**src/rtl/qbus_pkg.sv**
```systemverilog
// Shared Qbus definitions: master FSM states, IO-page decode,
// and the register addresses shared with the slave block.
package qbus_pkg;

  typedef enum logic [3:0] {
    ST_IDLE,
    ST_REQ,
    ST_GRANT,
    ST_ADDR,
    ST_SYNC,
    ST_DATA,
    ST_WAIT,
    ST_RNEG,
    ST_REL,
    ST_DONE
  } qdm_state_t;

  localparam logic [8:0] IOPAGE_HI = 9'h1FF;

  localparam logic [21:0] QADDR_CSR  = 22'o17772150;
  localparam logic [21:0] QADDR_DATA = 22'o17772152;
  localparam logic [21:0] QADDR_ADRL = 22'o17772154;
  localparam logic [21:0] QADDR_ADRH = 22'o17772156;

  function automatic logic is_iopage(input logic [21:0] a);
    return a[21:13] == IOPAGE_HI;
  endfunction

  function automatic int max_of(input int a, input int b);
    return (a > b) ? a : b;
  endfunction

endpackage

```
**src/rtl/qbus_dma_master_sync.sv**
```systemverilog
// N-bit multi-stage synchroniser for asynchronous Qbus receivers.
// Reset loads INIT so active-low lines come up negated.
module qbus_sync #(
  parameter int         N      = 1,
  parameter int         STAGES = 2,
  parameter logic [N-1:0] INIT = '1
) (
  input  logic         clock,
  input  logic         reset,
  input  logic [N-1:0] d,
  output logic [N-1:0] q
);

  logic [N-1:0] ff [STAGES];

  // shift the raw inputs through the flop chain
  always_ff @(posedge clock) begin
    if (reset) begin
      for (int i = 0; i < STAGES; i++) ff[i] <= INIT;
    end else begin
      ff[0] <= d;
      for (int i = 1; i < STAGES; i++) ff[i] <= ff[i-1];
    end
  end

  assign q = ff[STAGES-1];

endmodule

```
**src/rtl/qbus_dma_master.sv**
```systemverilog
// Qbus bus-master sequencer: one arbitrated DATI/DATO(B)
// cycle per command, with timeout abort (NXM).
module qbus_dma_master
  import qbus_pkg::*;
#(
  parameter int ADDR_SETUP  = 15,
  parameter int ADDR_HOLD   = 10,
  parameter int DATA_SETUP  = 10,
  parameter int RPLY_DESKEW = 20,
  parameter int TIMEOUT     = 1000,
  parameter int SYNC_STAGES = 2
) (
  input  logic        clock,
  input  logic        reset,
  input  logic        cmd_valid,
  output logic        cmd_ready,
  input  logic        cmd_write,
  input  logic        cmd_byte,
  input  logic [21:0] cmd_addr,
  input  logic [15:0] cmd_wdata,
  output logic        rsp_done,
  output logic        rsp_nxm,
  output logic [15:0] rsp_rdata,
  input  logic [21:0] BDALf_IN,
  output logic [21:0] BDALf_OUT,
  output logic [21:0] BDALf_OE,
  output logic        Outbound,
  input  logic        BRPLYf,
  input  logic        BDMGIf,
  input  logic        BSYNCf,
  input  logic        BINITf,
  output logic        BSYNCg,
  output logic        BDINg,
  output logic        BDOUTg,
  output logic        BWTBTg,
  output logic        BBS7g,
  output logic        BDMRg,
  output logic        BSACKg,
  output logic        BDMGOg
);

  localparam int MAXP = max_of(max_of(max_of(ADDR_SETUP, ADDR_HOLD),
                               max_of(DATA_SETUP, RPLY_DESKEW)), TIMEOUT);
  localparam int CW = $clog2(MAXP) + 1;

  logic [3:0] raw_in;
  logic [3:0] sync_in;
  logic       rply;
  logic       dmgi;
  logic       bsync_in;
  logic       binit;

  assign raw_in = {BRPLYf, BDMGIf, BSYNCf, BINITf};

  qbus_sync #(
    .N      (4),
    .STAGES (SYNC_STAGES),
    .INIT   (4'hF)
  ) u_sync (
    .clock (clock),
    .reset (reset),
    .d     (raw_in),
    .q     (sync_in)
  );

  assign rply     = ~sync_in[3];
  assign dmgi     = ~sync_in[2];
  assign bsync_in = ~sync_in[1];
  assign binit    = ~sync_in[0];

  qdm_state_t  state;
  logic [CW-1:0] cnt;
  logic        expired;
  logic        seen;
  logic        nxm;
  logic        c_write;
  logic        c_byte;
  logic [21:0] c_addr;
  logic [15:0] c_wdata;
  logic        unused_bdal;

  assign unused_bdal = ^BDALf_IN[21:16];
  assign expired     = (cnt <= CW'(1));
  assign cmd_ready   = (state == ST_IDLE);
  assign BDMGOg      = dmgi && (state == ST_IDLE) && !cmd_valid;

  // bus-master sequencer with registered Qbus and response outputs
  always_ff @(posedge clock) begin
    if (reset || binit) begin
      state     <= ST_IDLE;
      cnt       <= '0;
      seen      <= 1'b0;
      nxm       <= 1'b0;
      c_write   <= 1'b0;
      c_byte    <= 1'b0;
      c_addr    <= '0;
      c_wdata   <= '0;
      BDALf_OUT <= '0;
      BDALf_OE  <= '0;
      Outbound  <= 1'b0;
      BSYNCg    <= 1'b0;
      BDINg     <= 1'b0;
      BDOUTg    <= 1'b0;
      BWTBTg    <= 1'b0;
      BBS7g     <= 1'b0;
      BDMRg     <= 1'b0;
      BSACKg    <= 1'b0;
      rsp_done  <= 1'b0;
      rsp_nxm   <= 1'b0;
      if (reset) rsp_rdata <= '0;
    end else begin
      rsp_done <= 1'b0;
      rsp_nxm  <= 1'b0;
      if (cnt != '0) cnt <= cnt - CW'(1);
      unique case (state)
        ST_IDLE: begin
          if (cmd_valid) begin
            c_write <= cmd_write;
            c_byte  <= cmd_byte;
            c_addr  <= cmd_addr;
            c_wdata <= cmd_wdata;
            nxm     <= 1'b0;
            BDMRg   <= 1'b1;
            cnt     <= CW'(TIMEOUT);
            state   <= ST_REQ;
          end
        end
        ST_REQ: begin
          if (dmgi && !bsync_in && !rply) begin
            BDMRg  <= 1'b0;
            BSACKg <= 1'b1;
            state  <= ST_GRANT;
          end else if (expired) begin
            BDMRg    <= 1'b0;
            nxm      <= 1'b1;
            rsp_done <= 1'b1;
            rsp_nxm  <= 1'b1;
            state    <= ST_DONE;
          end
        end
        ST_GRANT: begin
          BDALf_OUT <= c_addr;
          BDALf_OE  <= '1;
          Outbound  <= 1'b1;
          BBS7g     <= is_iopage(c_addr);
          BWTBTg    <= c_write;
          cnt       <= CW'(ADDR_SETUP);
          state     <= ST_ADDR;
        end
        ST_ADDR: begin
          if (expired) begin
            BSYNCg <= 1'b1;
            cnt    <= CW'(ADDR_HOLD);
            state  <= ST_SYNC;
          end
        end
        ST_SYNC: begin
          if (expired) begin
            BBS7g <= 1'b0;
            state <= ST_DATA;
            if (c_write) begin
              BDALf_OUT <= {6'b0, c_wdata};
              BDALf_OE  <= '1;
              Outbound  <= 1'b1;
              BWTBTg    <= c_byte;
              cnt       <= CW'(DATA_SETUP);
            end else begin
              BDALf_OUT <= '0;
              BDALf_OE  <= '0;
              Outbound  <= 1'b0;
              BDINg     <= 1'b1;
            end
          end
        end
        ST_DATA: begin
          if (!c_write || expired) begin
            if (c_write) BDOUTg <= 1'b1;
            seen  <= 1'b0;
            cnt   <= CW'(TIMEOUT);
            state <= ST_WAIT;
          end
        end
        ST_WAIT: begin
          if (!seen) begin
            if (rply) begin
              seen <= 1'b1;
              cnt  <= CW'(RPLY_DESKEW);
            end else if (expired) begin
              nxm    <= 1'b1;
              BDINg  <= 1'b0;
              BDOUTg <= 1'b0;
              cnt    <= CW'(TIMEOUT);
              state  <= ST_RNEG;
            end
          end else if (expired) begin
            if (!c_write) rsp_rdata <= ~BDALf_IN[15:0];
            BDINg  <= 1'b0;
            BDOUTg <= 1'b0;
            cnt    <= CW'(TIMEOUT);
            state  <= ST_RNEG;
          end
        end
        ST_RNEG: begin
          if (!rply || expired) begin
            if (rply) nxm <= 1'b1;
            BSYNCg    <= 1'b0;
            BWTBTg    <= 1'b0;
            BDALf_OUT <= '0;
            BDALf_OE  <= '0;
            Outbound  <= 1'b0;
            state     <= ST_REL;
          end
        end
        ST_REL: begin
          BSACKg   <= 1'b0;
          rsp_done <= 1'b1;
          rsp_nxm  <= nxm;
          state    <= ST_DONE;
        end
        ST_DONE: begin
          state <= ST_IDLE;
        end
        default: state <= ST_IDLE;
      endcase
    end
  end

endmodule
```
**config.mk**
```make
export PLATFORM = sky130hd
export DESIGN_NAME = qbus_dma_master
export DESIGN_NICKNAME = d
export VERILOG_FILES = /design/src/rtl/qbus_pkg.sv /design/src/rtl/qbus_dma_master_sync.sv /design/src/rtl/qbus_dma_master.sv
export SDC_FILE = /design/constraint.sdc
export NUM_CORES = 1
export LEC_CHECK = 0
export CORE_UTILIZATION = 30
export CTS_CLUSTER_DIAMETER = 120
export DETAILED_ROUTE_END_ITERATION = 16
export SETUP_SLACK_MARGIN = 0.3
export SYNTH_ARGS = -nofsm -noshare
export SYNTH_HDL_FRONTEND = slang
export SYNTH_SLANG_ARGS = --single-unit
```
**constraint.sdc**
```tcl
create_clock -name clock -period 3.9 [get_ports clock]
set_clock_uncertainty 0.1 [all_clocks]
set_input_delay 0.78 -clock clock [delete_from_list [all_inputs] [get_ports clock]]
set_output_delay 0.78 -clock clock [all_outputs]
set_load 0.005 [all_outputs]
```
Word-level counts from Yosys, hierarchy flattened
Memory sizes are Yosys's and may differ from the RTL's.
Index checks and enable logic that the tools add are counted.
{ "totals": {"register_bits": 127, "ram_bits": 8, "output_inout_bits": 72, "word_cells": 173, "memories": 1} }
{ "classes": {"add_sub_neg": 1, "magnitude_cmp": 1, "n_eq_ne": 26, "n_mux": 83, "bitwise_logic": 5, "n_reduce_logical": 35} }
{ "memory_table": {"columns": ["name", "depth", "width", "rd", "rd_clocked_by_memory_dff", "wr", "line_no", "source"], "rows": [
  ["u_sync.ff", 2, 4, 2, 0, 2, "qbus_dma_master_sync.sv:14", "logic [N-1:0] ff [STAGES];"]
]} }
{ "op_table": {"columns": ["operator", "n"], "rows": [
  ["$pmux 22 s3", 2],
  ["$mux 16", 7],
  ["$mux 11", 9],
  ["$mux 22", 4],
  ["$pmux 11 s6", 1],
  ["$mux 4", 12],
  ["$pmux 4 s9", 1],
  ["$mux 1", 35],
  ["$ne 2x2->1 const B", 14],
  ["$pmux 1 s2", 9],
  ["$reduce_bool 2->1", 9],
  ["$eq 4x3->1 const B", 4],
  ["$not 16->16", 1],
  ["$reduce_and 7->1", 2],
  ["$reduce_and 4->1", 3],
  ["$le 11x1->1 const B", 1],
  ["$reduce_bool 11->1", 1],
  ["$sub 11x1->11 const B", 1],
  ["$eq 9x9->1 const B", 1],
  ["$reduce_and 3->1", 3],
  ["$eq 4x2->1 const B", 2],
  ["$reduce_and 2->1", 4],
  ["$ne 3x3->1 const B", 2],
  ["$pmux 1 s3", 2],
  ["other kinds (13)", 21]
]} }

Logic depth before layout (Yosys ltp)
Gate-level depths: netlist (run 1).
{ "depth": {"word_depth": 6, "mapped_depth": 8, "ltp_nobuf": 7} }

Modules after synthesis
From an unflattened synthesis (run 1), not the netlist that was laid out.
{ "hier_totals": {"hier_cells": 592, "hier_area_um2": 5098.6} }
{ "modules_own_cells": {"columns": ["module", "instances", "cells_each", "area_each_um2", "seq_area_each_um2"], "rows": [
  ["qbus_dma_master", 1, 572, 4858.4, 2262.2],
  ["qbus_sync", 1, 20, 240.2, 160.2]
]} }

Worst setup path before layout (run 1)
Ideal clock, no wire load.
{ "synth_timing": {"kind": "reg-to-reg", "start": "register cnt[4]", "end": "register rsp_rdata[0] (enable)", "setup_time_ps": 414, "t_arrival_ps": 2420, "required_time_ps": 3386, "slack_ps": 966, "stages_incl_launch_ff": 6, "n_path_buf": 1, "path_cell_list": "dfxtp_1 nor3_4 o2111a_1 buf_2 nand3_1 o31ai_1"} }
{ "synth_between": {"elab_chain_cells": 3} }
{ "synth_rtl": {"columns": ["item", "line_no", "source"], "rows": [
  ["from (decl)", "qbus_dma_master.sv:72", "logic [CW-1:0] cnt;"],
  ["from (signal assigned)", "qbus_dma_master.sv:114", "if (cnt != '0) cnt <= cnt - CW'(1);"],
  ["from (signal assigned)", "qbus_dma_master.sv:124", "cnt <= CW'(TIMEOUT);"],
  ["from (signal assigned)", "qbus_dma_master.sv:147", "cnt <= CW'(ADDR_SETUP);"],
  ["$le 11x1->1", "qbus_dma_master.sv:83", "assign expired = (cnt <= CW'(1));"],
  ["$reduce_bool 2->1 (no source line)", null, null],
  ["$reduce_and 5->1 (no source line)", null, null],
  ["to (signal assigned)", "qbus_dma_master.sv:196", "if (!c_write) rsp_rdata <= ~BDALf_IN[15:0];"],
  ["to (decl)", "qbus_dma_master.sv:23", "output logic [15:0] rsp_rdata,"]
]} }
Every way passes these cells.
A chain may end at the register's enable or synchronous reset.

Final worst setup path (run 1)
{ "layout_timing": {"start": "register state[0]", "end": "output BDMGOg"} }
{ "layout_between": {"elab_chain_cells": 3} }
{ "layout_rtl": {"columns": ["item", "line_no", "source"], "rows": [
  ["from (decl)", "qbus_dma_master.sv:71", "qdm_state_t state;"],
  ["from (signal assigned)", "qbus_dma_master.sv:90", "state <= ST_IDLE;"],
  ["from (signal assigned)", "qbus_dma_master.sv:125", "state <= ST_REQ;"],
  ["from (signal assigned)", "qbus_dma_master.sv:132", "state <= ST_GRANT;"],
  ["$logic_not 4->1", "qbus_dma_master.sv:85", "assign BDMGOg = dmgi && (state == ST_IDLE) && !cmd_valid;"],
  ["$logic_and 1x1->1 (2 in a row)", "qbus_dma_master.sv:85", null],
  ["to (decl)", "qbus_dma_master.sv:39", "output logic BDMGOg"]
]} }
Every way passes these cells.

==> results of run 1 <==
==> worst max-delay path, stage by stage (launching register included) <==
cell                              delay [ps]
sky130_fd_sc_hd__dfxtp_1                 510
sky130_fd_sc_hd__nor2_1                  490
sky130_fd_sc_hd__nand3b_1                180
sky130_fd_sc_hd__nor2_1                  120
sky130_fd_sc_hd__clkdlybuf4s50_1         500
==> per-layer routing <==
metal	global-route usage	routed length, um	vias up
met2	0.271	6550	182
met3	0.0375	826	20
met1	0.203	6190	2119
li1	-	-	2256
met5	0	0	-
met4	0.0670	284	0
==> logic make-up after synthesis <==
group           after synthesis  synth area share
mux                           7            0.0152
compound gates              137             0.179
buf+inv                      67            0.0771
flops                       113             0.474
simple gates                257             0.239
xor+xnor                      5           0.00857
fa+ha+maj                     3           0.00734
==> Yosys cell counts (all sizes together), types with 2 or more instances <==
cell type,instances,share of area
nand2,111,0.082
dfxtp,97,0.38
a21oi,64,0.063
nor2,57,0.042
buf,40,0.057
nor3,28,0.036
o21ai,22,0.022
clkbuf,21,0.016
a221oi,16,0.032
edfxtp,16,0.094
nand3,15,0.016
or2,9,0.011
a31oi,6,0.0073
inv,6,0.0044
nand2b,6,0.0088
nor2b,5,0.0061
and3,4,0.0051
mux2i,4,0.0078
nand3b,4,0.0059
nand4,4,0.0049
a211o,3,0.0054
a211oi,3,0.0044
ha,3,0.0073
mux2,3,0.0073
o211ai,3,0.0044
or3,3,0.0042
xor2,3,0.0051
a311oi,2,0.0069
nor4,2,0.0024
o211a,2,0.0039
o21a,2,0.0029
o31ai,2,0.0029
or4b,2,0.0047
xnor2,2,0.0034
==> final timing paths <==
check                  startpoint              end  slack, ps  depth (start not counted)
setup / recovery         state[0]           BDMGOg        810                          4
hold / removal    u_sync.ff[0][0]  u_sync.ff[0][4]        310                          1
setup reg to reg           cnt[4]    BDALf_OUT[13]       1190                          6
hold reg to reg   u_sync.ff[0][0]  u_sync.ff[0][4]        310                          1
==> where the power goes <==
part           leakage [uW]  internal (uW)  switching (uW)
Combinational       0.00130            717             905
Sequential         0.000958           1400             211
Clock              0.000278           1030             527
Total               0.00253           3150            1640
==> layout make-up <==
cell class	count	share of cell area
multi-input cells	409	0.328
clock buffers	22	0.0659
inverters	6	0.00319
repair buffers	144	0.201
flip-flops and latches	113	0.344
well taps	220	0.0390
clock inverters	9	0.0190
==> state kept, by name (all words and copies together), names as in the netlist, 4 cells and up <==
| register | cells |
|---|---|
| BDALf_OUT | 22 |
| c_addr | 22 |
| c_wdata | 16 |
| rsp_rdata | 16 |
| cnt | 11 |
| u_sync.ff | 8 |
| state | 4 |
==> metrics by stage <==
| step | std cells | cell area, um^2 | power, uW | setup slack (ps) |
|---|---|---|---|---|
| 2_1_floorplan | 589 | 5110 | 2720 | 966 |
| 3_3_place_gp | 892 | 6450 | 3220 | 917 |
| 3_5_place_dp | 892 | 6450 | 3250 | 919 |
| 4_1_cts | 923 | 7050 | 4830 | 782 |
| 5_1_grt | 923 | 7050 | 5100 | 658 |
| 6_report | 923 | 7050 | 4800 | 812 |
==> results.txt, run 1 <==
The clock reaches the later pin of the worst-skew pair after 410 ps. The area occupied by registers came out at 0.00242 mm^2. The CTS tree is yes. The maximum level of the CTS H-tree came out at 4.

The final count of negative-setup-slack endpoints came out at 0. The headroom to the max-slew limit is 0.409. Summed over all layers, the routed wires come to 13900 um.

For this run, design rule violations remaining after detail routing come to 0. The maximum number of pins on one net before global-route repair came out at 61. The combined area of the multi-input logic cells is 0.00231 mm^2. The library cells used most frequently in the layout, excluding fill and tap cells, are 134 x sky130_fd_sc_hd__clkdlybuf4s50_1, 110 x sky130_fd_sc_hd__nand2_1, 97 x sky130_fd_sc_hd__dfxtp_1, 63 x sky130_fd_sc_hd__a21oi_1, 56 x sky130_fd_sc_hd__nor2_1. The detailed-route via count is 4577. The net count of the finished layout is 763.

The fraction of layout cells with a size suffix above 1 came out at 0.111. The synthesis warning total is 0. The buffer count from post-CTS setup fixing came out at 0. After global routing the overflow that remains totals 0. For the pin with the worst max-slew slack, the measured transition is 886 ps.

Along the worst path, the maximum fanout reaches 19. The power density of the placed cells came out at 680 mW/mm^2. The initial antenna violation count is 0. The total of cells resized after clock tree synthesis is 0. In this run the deepest clock path goes through 2 buffers.

The congestion estimate from routability-driven global placement came to 0.871. The critical path class is flip-flop to output pin. The total die area came out at 0.0176 mm^2.

In this run the remaining antenna-violating nets after routing total 0. The data required time at the worst endpoint is 3020 ps. The number of global-route vias before repair came out at 4496. The number of hold-slack violations in the final timing report is 0. The TritonCTS sink count is 113. The average instance area after synthesis is 8.68 um^2.

The sequential area share after synthesis came out at 0.474. Clock tree synthesis selected as its root buffer the cell sky130_fd_sc_hd__clkbuf_16. The first-pass GRT wire length is 22800 um. The distinct cell type count after synthesis is 69. The data arrival time at the worst-slack endpoint came out at 2210 ps. The flow ran to the end, and the final reports show no timing, DRC or antenna violations. The number of slew-limit violations in the final report is 0. IR analysis of the VDD net gives a maximum drop of 0.000395 V. After detailed routing, the average wire length per cell comes to 15.0 um. The leakage power figure is 0.00253 uW. After floorplanning, the core was divided into 47 placement rows. For this configuration, the core starts out at a cell density of 0.308. The worst setup path is launched from a flip-flop.

The die boundary height came out at 133 um. The clock slew seen by the registers of the worst setup and hold paths is 50 ps. After the first detailed-routing iteration, the DRC count stood at 314. The number of port buffers came out at 134. Before antenna repair, the detailed router went through 5 iterations.

The min-delay analysis places its worst path in the category flip-flop to flip-flop. The floorplan die width came out at 133 um. The number of antenna diodes is 0. The library cell used most frequently in the layout, excluding fill and tap cells, is sky130_fd_sc_hd__clkdlybuf4s50_1.

The synthesized netlist occupies a cell area of 0.00511 mm^2. The total routing resource utilization after global routing is 0.163. Among all flip-flop cells after synthesis, the most frequent one is sky130_fd_sc_hd__dfxtp_1. For this run, the share of the core covered by cells in the final layout is 0.425. STA classifies the critical path endpoint as an output pin.

Setup repair after global routing left no endpoint under its margin. The worst hold-check slack is 306 ps. Dividing the final minimum period by the clock period gives 0.792.

The tool flagged a number of max-cap violations equal to 0. The area overhead of the layout relative to synthesis came out at 37.9%. Using the TritonRoute via totals, the vias-per-cell ratio works out to 4.96. The routed design could run at a clock period as short as 3090 ps. The number of placed I/O pins is 141. When the netlist entered floorplanning its net count stood at 661. The fraction of registers with async set or reset after synthesis is 0. The clock buffer count from CTS is 17. The highest achievable clock rate is 0.324 GHz.

Summed over all nets, the half-perimeter wirelength after detailed placement is 9310 um. After synthesis the netlist holds a flip-flop and latch count of 113. The number of hold buffers added after CTS was 0. The accumulated negative setup slack is 0 ps. The core area is 0.0166 mm^2.

The count of mapped cells out of synthesis came out at 589. Counting flops with a built-in enable in the synthesized netlist gives 16. The final-layout fill cell count came out at 1639.
Note: power is estimated with default switching activity, not from simulation.
==> run 2, diff against run 1 <==
- clock period: 3.9 -> 3 ns (I/O delays scaled with it)
==> results.txt, run 2 (synthesized netlist as in run 1, its figures left out) <==
The tree is rooted in a sky130_fd_sc_hd__clkbuf_16. The detailed router put a total of 6340 um of wire on met1. The highest layer touched by signal routing is met4.

The routed length per placed instance came out at 14.8 um. The maximum level of the CTS H-tree came out at 4. The fraction of the cycle the final worst path needs is 0.869. The total of cells resized after clock tree synthesis came out at 4. The number of slew-limit violations in the final report came to 0. The data required time at the worst endpoint is 2300 ps.

The critical-path maximum fanout is 19. The clock buffer count from CTS came out at 17. Overall power consumption after layout is estimated at 6140 uW.

The detailed-routing iteration count for the pre-antenna-repair pass is 4. The clock period minus final worst setup slack came out at 2610 ps. The initial antenna violation count is 0. The die covers 0.0176 mm^2.

The highest achievable clock rate came out at 0.384 GHz. The die is 133 um tall. The final count of negative-setup-slack endpoints is 0. The insertion delay to the later sink of the worst-skew pair came out at 420 ps.

The first-pass GRT wire length is 22600 um. The net count of the finished layout is 772. STA classifies the critical path startpoint as a flip-flop. Wires add up to 13800 um.

The power density of the placed cells came out at 864 mW/mm^2. The TritonCTS sink count is 113. The accumulated negative setup slack came out at 0 ps. In the layout the commonest cells are 133 x sky130_fd_sc_hd__clkdlybuf4s50_1, 110 x sky130_fd_sc_hd__nand2_1, 94 x sky130_fd_sc_hd__dfxtp_1, 63 x sky130_fd_sc_hd__a21oi_1, 55 x sky130_fd_sc_hd__nor2_1. The count of nets left with antenna violations after detail routing is 0.

Data on the critical path arrives at its endpoint at 1910 ps. The length of routed met2 wiring came out at 6560 um. Summed over all nets, the half-perimeter wirelength after detailed placement is 9570 um. The number of global-route vias before repair is 4395.

Walking the worst path, the cells encountered are or2_2 -> nor3_2 -> clkdlybuf4s50_1. STA classifies the critical path endpoint as an output pin. Setup repair after global routing left no endpoint under its margin.

For this run, the slowest stage of the critical path takes 550 ps. In the routed layout, each cell is associated on average with a via count of 4.92. The number of hold-slack violations in the final timing report is 0.

The final weighted congestion in routability-driven placement is 0.883. The headroom to the max-slew limit came out at 0.581. The largest buffer count on any clock path is 2. Detailed routing inserted a total of 4595 vias.

The tool flagged a number of max-cap violations equal to 0. The number of port buffers came out at 134. The fraction of layout cells with a size suffix above 1 came out at 0.130. The slowest stage of the critical path belongs to the cell sky130_fd_sc_hd__clkdlybuf4s50_1. The remaining global-route overflow came out at 0. TritonCTS built the clock tree. The total routing resource utilization after global routing is 0.163. In this run the worst hold path is classified as flip-flop to flip-flop. The number of placed I/O pins came out at 141. The total met3 wirelength after detailed routing came out at 689 um. VDD sags by at most 0.000482 V. The floorplan die width is 133 um. The maximum number of pins on one net before global-route repair is 41. The final routed DRC violation total is 0. The largest registers in the layout are BDALf_OUT: 22 flops, c_addr: 22 flops. The core area came out at 0.0166 mm^2. The library cell used most frequently in the layout, excluding fill and tap cells, is sky130_fd_sc_hd__clkdlybuf4s50_1.

For this configuration, the core starts out at a cell density of 0.308. The number of placement rows is 47. The filler cells instantiated in the layout total 1624. The run finished with clean final reports.

The violation count after the first detailed-routing iteration came out at 218. 0 antenna diodes ended up in the layout. The number of buffer and inverter stages on the critical path came out at 1. At the pin with the least slew margin, the transition time is 618 ps. The family with the most delay on the worst path is buffers and inverters. The clock slew seen by the registers of the worst setup and hold paths came out at 50 ps. Relative to the synthesized area, the layout overhead comes to 39.0%. Hold repair after CTS inserted 0 buffers. The buffer count from post-CTS setup fixing is 0.

The leakage power figure is 0.00258 uW. The critical path is of the flip-flop to output pin type.
==> run 2: cell count changes in the layout (fill, tap and decap cells not counted), sizes merged <==
cell	before	now
clkdlybuf4s50	134	133
buf	10	19
clkinv	2	9
bufinv	3	1
clkbuf	22	17
clkinvlp	4	3
inv	6	8
dlymetal6s2s	0	1
==> run 2: cell type report <==
type	instances	area, um^2	area share
clock inverters	15	119	0.0167
flip-flops and latches	113	2430	0.342
clock buffers	17	425	0.0599
inverters	6	22.5	0.00317
multi-input cells	409	2320	0.327
repair buffers	153	1510	0.213
well taps	220	275	0.0387
==> run 2: worst reg2reg max path, delay by kind of cell, from the launching register on <==
family          cells  cell delay [ps]
compound gates      3             1260
flops               1              350
simple gates        2              420
==> run 2: worst paths after layout <==
kind                    from         endpoint  slack (ps)  depth (start not counted)
min          u_sync.ff[0][2]  u_sync.ff[0][6]         310                          1
max                 state[0]        cmd_ready         390                          3
max reg2reg           cnt[8]     BDALf_OUT[7]         770                          5
min reg2reg  u_sync.ff[0][2]  u_sync.ff[0][6]         310                          1
==> run 2: power breakdown <==
part	total [uW]	switching (uW)	leakage, uW	internal [uW]
sequential	2100	275	0.000960	1830
clock	1850	726	0.000262	1130
combinational	2190	1190	0.00136	993
==> run 2: stage by stage <==
| stage | hold slack [ps] | setup WS (ps) | util | cell area [um^2] | std cells |
|---|---|---|---|---|---|
| after global routing | 332 | 308 | 0.429 | 7110 | 933 |
| after global placement | 293 | 351 | 0.395 | 6540 | 901 |
| final | 310 | 393 | 0.429 | 7110 | 933 |
| after detailed placement | 298 | 367 | 0.395 | 6540 | 901 |
| after floorplan | 289 | 552 | - | 5120 | 589 |
| after CTS | 313 | 325 | 0.428 | 7100 | 933 |
==> run 2: routing by layer <==
metal | vias to the layer above | track usage
met1 | 2165 | 0.208
met4 | 0 | 0.0702
met5 | - | 0
met3 | 16 | 0.0398
met2 | 139 | 0.262
li1 | 2275 | -
==> run 3, diff against run 2 <==
- CTS_CLUSTER_DIAMETER: 120 -> not set
- MAX_ROUTING_LAYER: not set -> met4
==> results.txt, run 3 (synthesized netlist as in run 1, its figures left out) <==
Counting the fill cells in the layout gives 1623. The fraction of the cycle the final worst path needs is 0.878. The number of antenna diodes is 0. The effective utilization at floorplan came out at 0.308. The wire length after detailed routing is 14100 um. Summed over all failing endpoints, the final setup total negative slack is 0 ps. The worst path meets setup with 367 ps of slack.

The remaining global-route overflow came out at 0. In this run the count of I/O pins placed on the die edge is 141. The largest buffer count on any clock path is 2.

The via count normalized by instance count is 4.95. The overall power came out at 6450 uW. The total die area is 0.0176 mm^2. The floorplan step defined a core boundary enclosing 0.0166 mm^2.

After detailed routing, the average wire length per cell comes to 15.2 um. The leakage power figure came out at 0.00261 uW. The half-perimeter wire length after detailed placement came out at 9810 um.

The critical-path maximum fanout is 19. The number of placement rows came out at 47. Clock-pin slew was measured on the worst setup and hold paths at 50 ps. The initial antenna violation count came out at 0. Clock tree synthesis found a total of 113 sinks. The data arrival time at the worst-slack endpoint is 1930 ps.

The number of global-route vias before repair is 4553. The flow ran to the end, and the final reports show no timing, DRC or antenna violations. In this run, CTS created clock tree buffers numbering 17. STA classifies the critical path startpoint as a flip-flop. The clock period minus final worst setup slack came out at 2630 ps. The largest registers in the layout are BDALf_OUT: 22 flops, c_addr: 22 flops.

The first-pass GRT wire length came out at 23300 um. Data on the critical path is required at its endpoint by 2300 ps. The transition time at the pin with the least slew margin is 669 ps. The die boundary height is 133 um. The number of maximum-capacitance violations is 0. For this run, the detailed router's first-pass iteration total came to 5. The maximum level of the CTS H-tree came out at 4. The number of hold-slack violations in the final timing report is 0. The maximum number of pins on one net before global-route repair is 41. The net count of the finished layout came out at 771. Of the cells placed in the final design, the portion with a size suffix greater than 1 is 0.132. The post-cts hold buffer count came out at 0. The area overhead of the layout relative to synthesis is 40.6%.

The class of the most critical hold timing path is flip-flop to flip-flop. The root buffer cell chosen for the clock tree is sky130_fd_sc_hd__clkbuf_16. The critical path class is flip-flop to output pin. Leaving out fill and tap cells, the most frequent cells in the layout are 134 x sky130_fd_sc_hd__clkdlybuf4s50_1, 110 x sky130_fd_sc_hd__nand2_1, 94 x sky130_fd_sc_hd__dfxtp_1, 63 x sky130_fd_sc_hd__a21oi_1, 55 x sky130_fd_sc_hd__nor2_1. Leaving out fill and tap cells, the most frequent cell in the layout is sky130_fd_sc_hd__clkdlybuf4s50_1.

The number of slew-limit violations in the final report came to 0. The violation count after the first detailed-routing iteration came out at 340. The final core utilization is 0.433. The power density of the placed cells is 898 mW/mm^2. The final weighted congestion in routability-driven placement is 0.897. The capturing element type of the critical path is an output pin. After detailed routing, the number of remaining DRC violations is 0. The highest achievable clock rate is 0.380 GHz. Buffers placed on the I/O ports in this run total 134. The total routing resource utilization after global routing came out at 0.173.

The count of nets left with antenna violations once routing finished came out at 0. The headroom to the max-slew limit is 0.547. OpenSTA, run right after detailed placement, puts the worst setup slack at 386 ps. The detailed-route via count is 4615. Setup repair after global routing left no endpoint under its margin. The CTS tree is yes. Clock latency on the worst-skew pair, taken at its later pin, is 410 ps.

The worst-case IR drop observed on VDD is 0.000493 V. The final count of negative-setup-slack endpoints came out at 0. The floorplan die width is 133 um.
run 3: final cells by class:
cell class,count,area (um^2),area share
Inverter,6,22.5,0.00313
Sequential cell,113,2430,0.338
Clock inverter,15,206,0.0287
Multi-Input combinational cell,409,2320,0.323
Timing Repair Buffer,152,1500,0.209
Tap cell,220,275,0.0383
Clock buffer,17,425,0.0592
run 3: repair_timing:
action                                  CTS  global route
endpoints found under the setup margin    2             2
gates resized for setup                   5             2
buffers inserted                          0             0
hold endpoints to repair                  0             0
gates cloned                              0             0
run 3: path summary, 6_finish.rpt:
kind	startpoint	end	slack (ps)	cells past startpoint
worst max-delay path	state[0]	cmd_ready	370	3
worst min-delay path	u_sync.ff[0][0]	u_sync.ff[0][4]	310	1
worst max register to register	cnt[4]	BDALf_OUT[9]	600	7
worst min register to register	u_sync.ff[0][0]	u_sync.ff[0][4]	310	1
run 3: per-layer routing:
| layer | global-route usage | wire length [um] |
|---|---|---|
| met3 | 0.0337 | 881 |
| met5 | - | 0 |
| met1 | 0.217 | 6520 |
| met2 | 0.265 | 6490 |
| met4 | 0.0856 | 238 |
run 3: stage by stage:
step	hold WS, ps	cell area (um^2)	instances
after detailed placement	297	6540	900
after CTS	310	7180	932
after global routing	329	7180	932
final	308	7180	932
after global placement	292	6540	900
after floorplan	289	5120	589
run 3: power breakdown:
part,internal [uW],total [uW],leakage [uW],switching (uW)
Combinational,993,2200,0.00135,1200
Clock,1400,2140,0.000306,739
Sequential,1830,2120,0.000960,289
run 3: worst max-delay path, cell delays in order, from the launching register on:
cell and delay, ps:
sky130_fd_sc_hd__dfxtp_4 410, sky130_fd_sc_hd__or2_2 360, sky130_fd_sc_hd__nor3_2 200, sky130_fd_sc_hd__clkdlybuf4s50_1 550
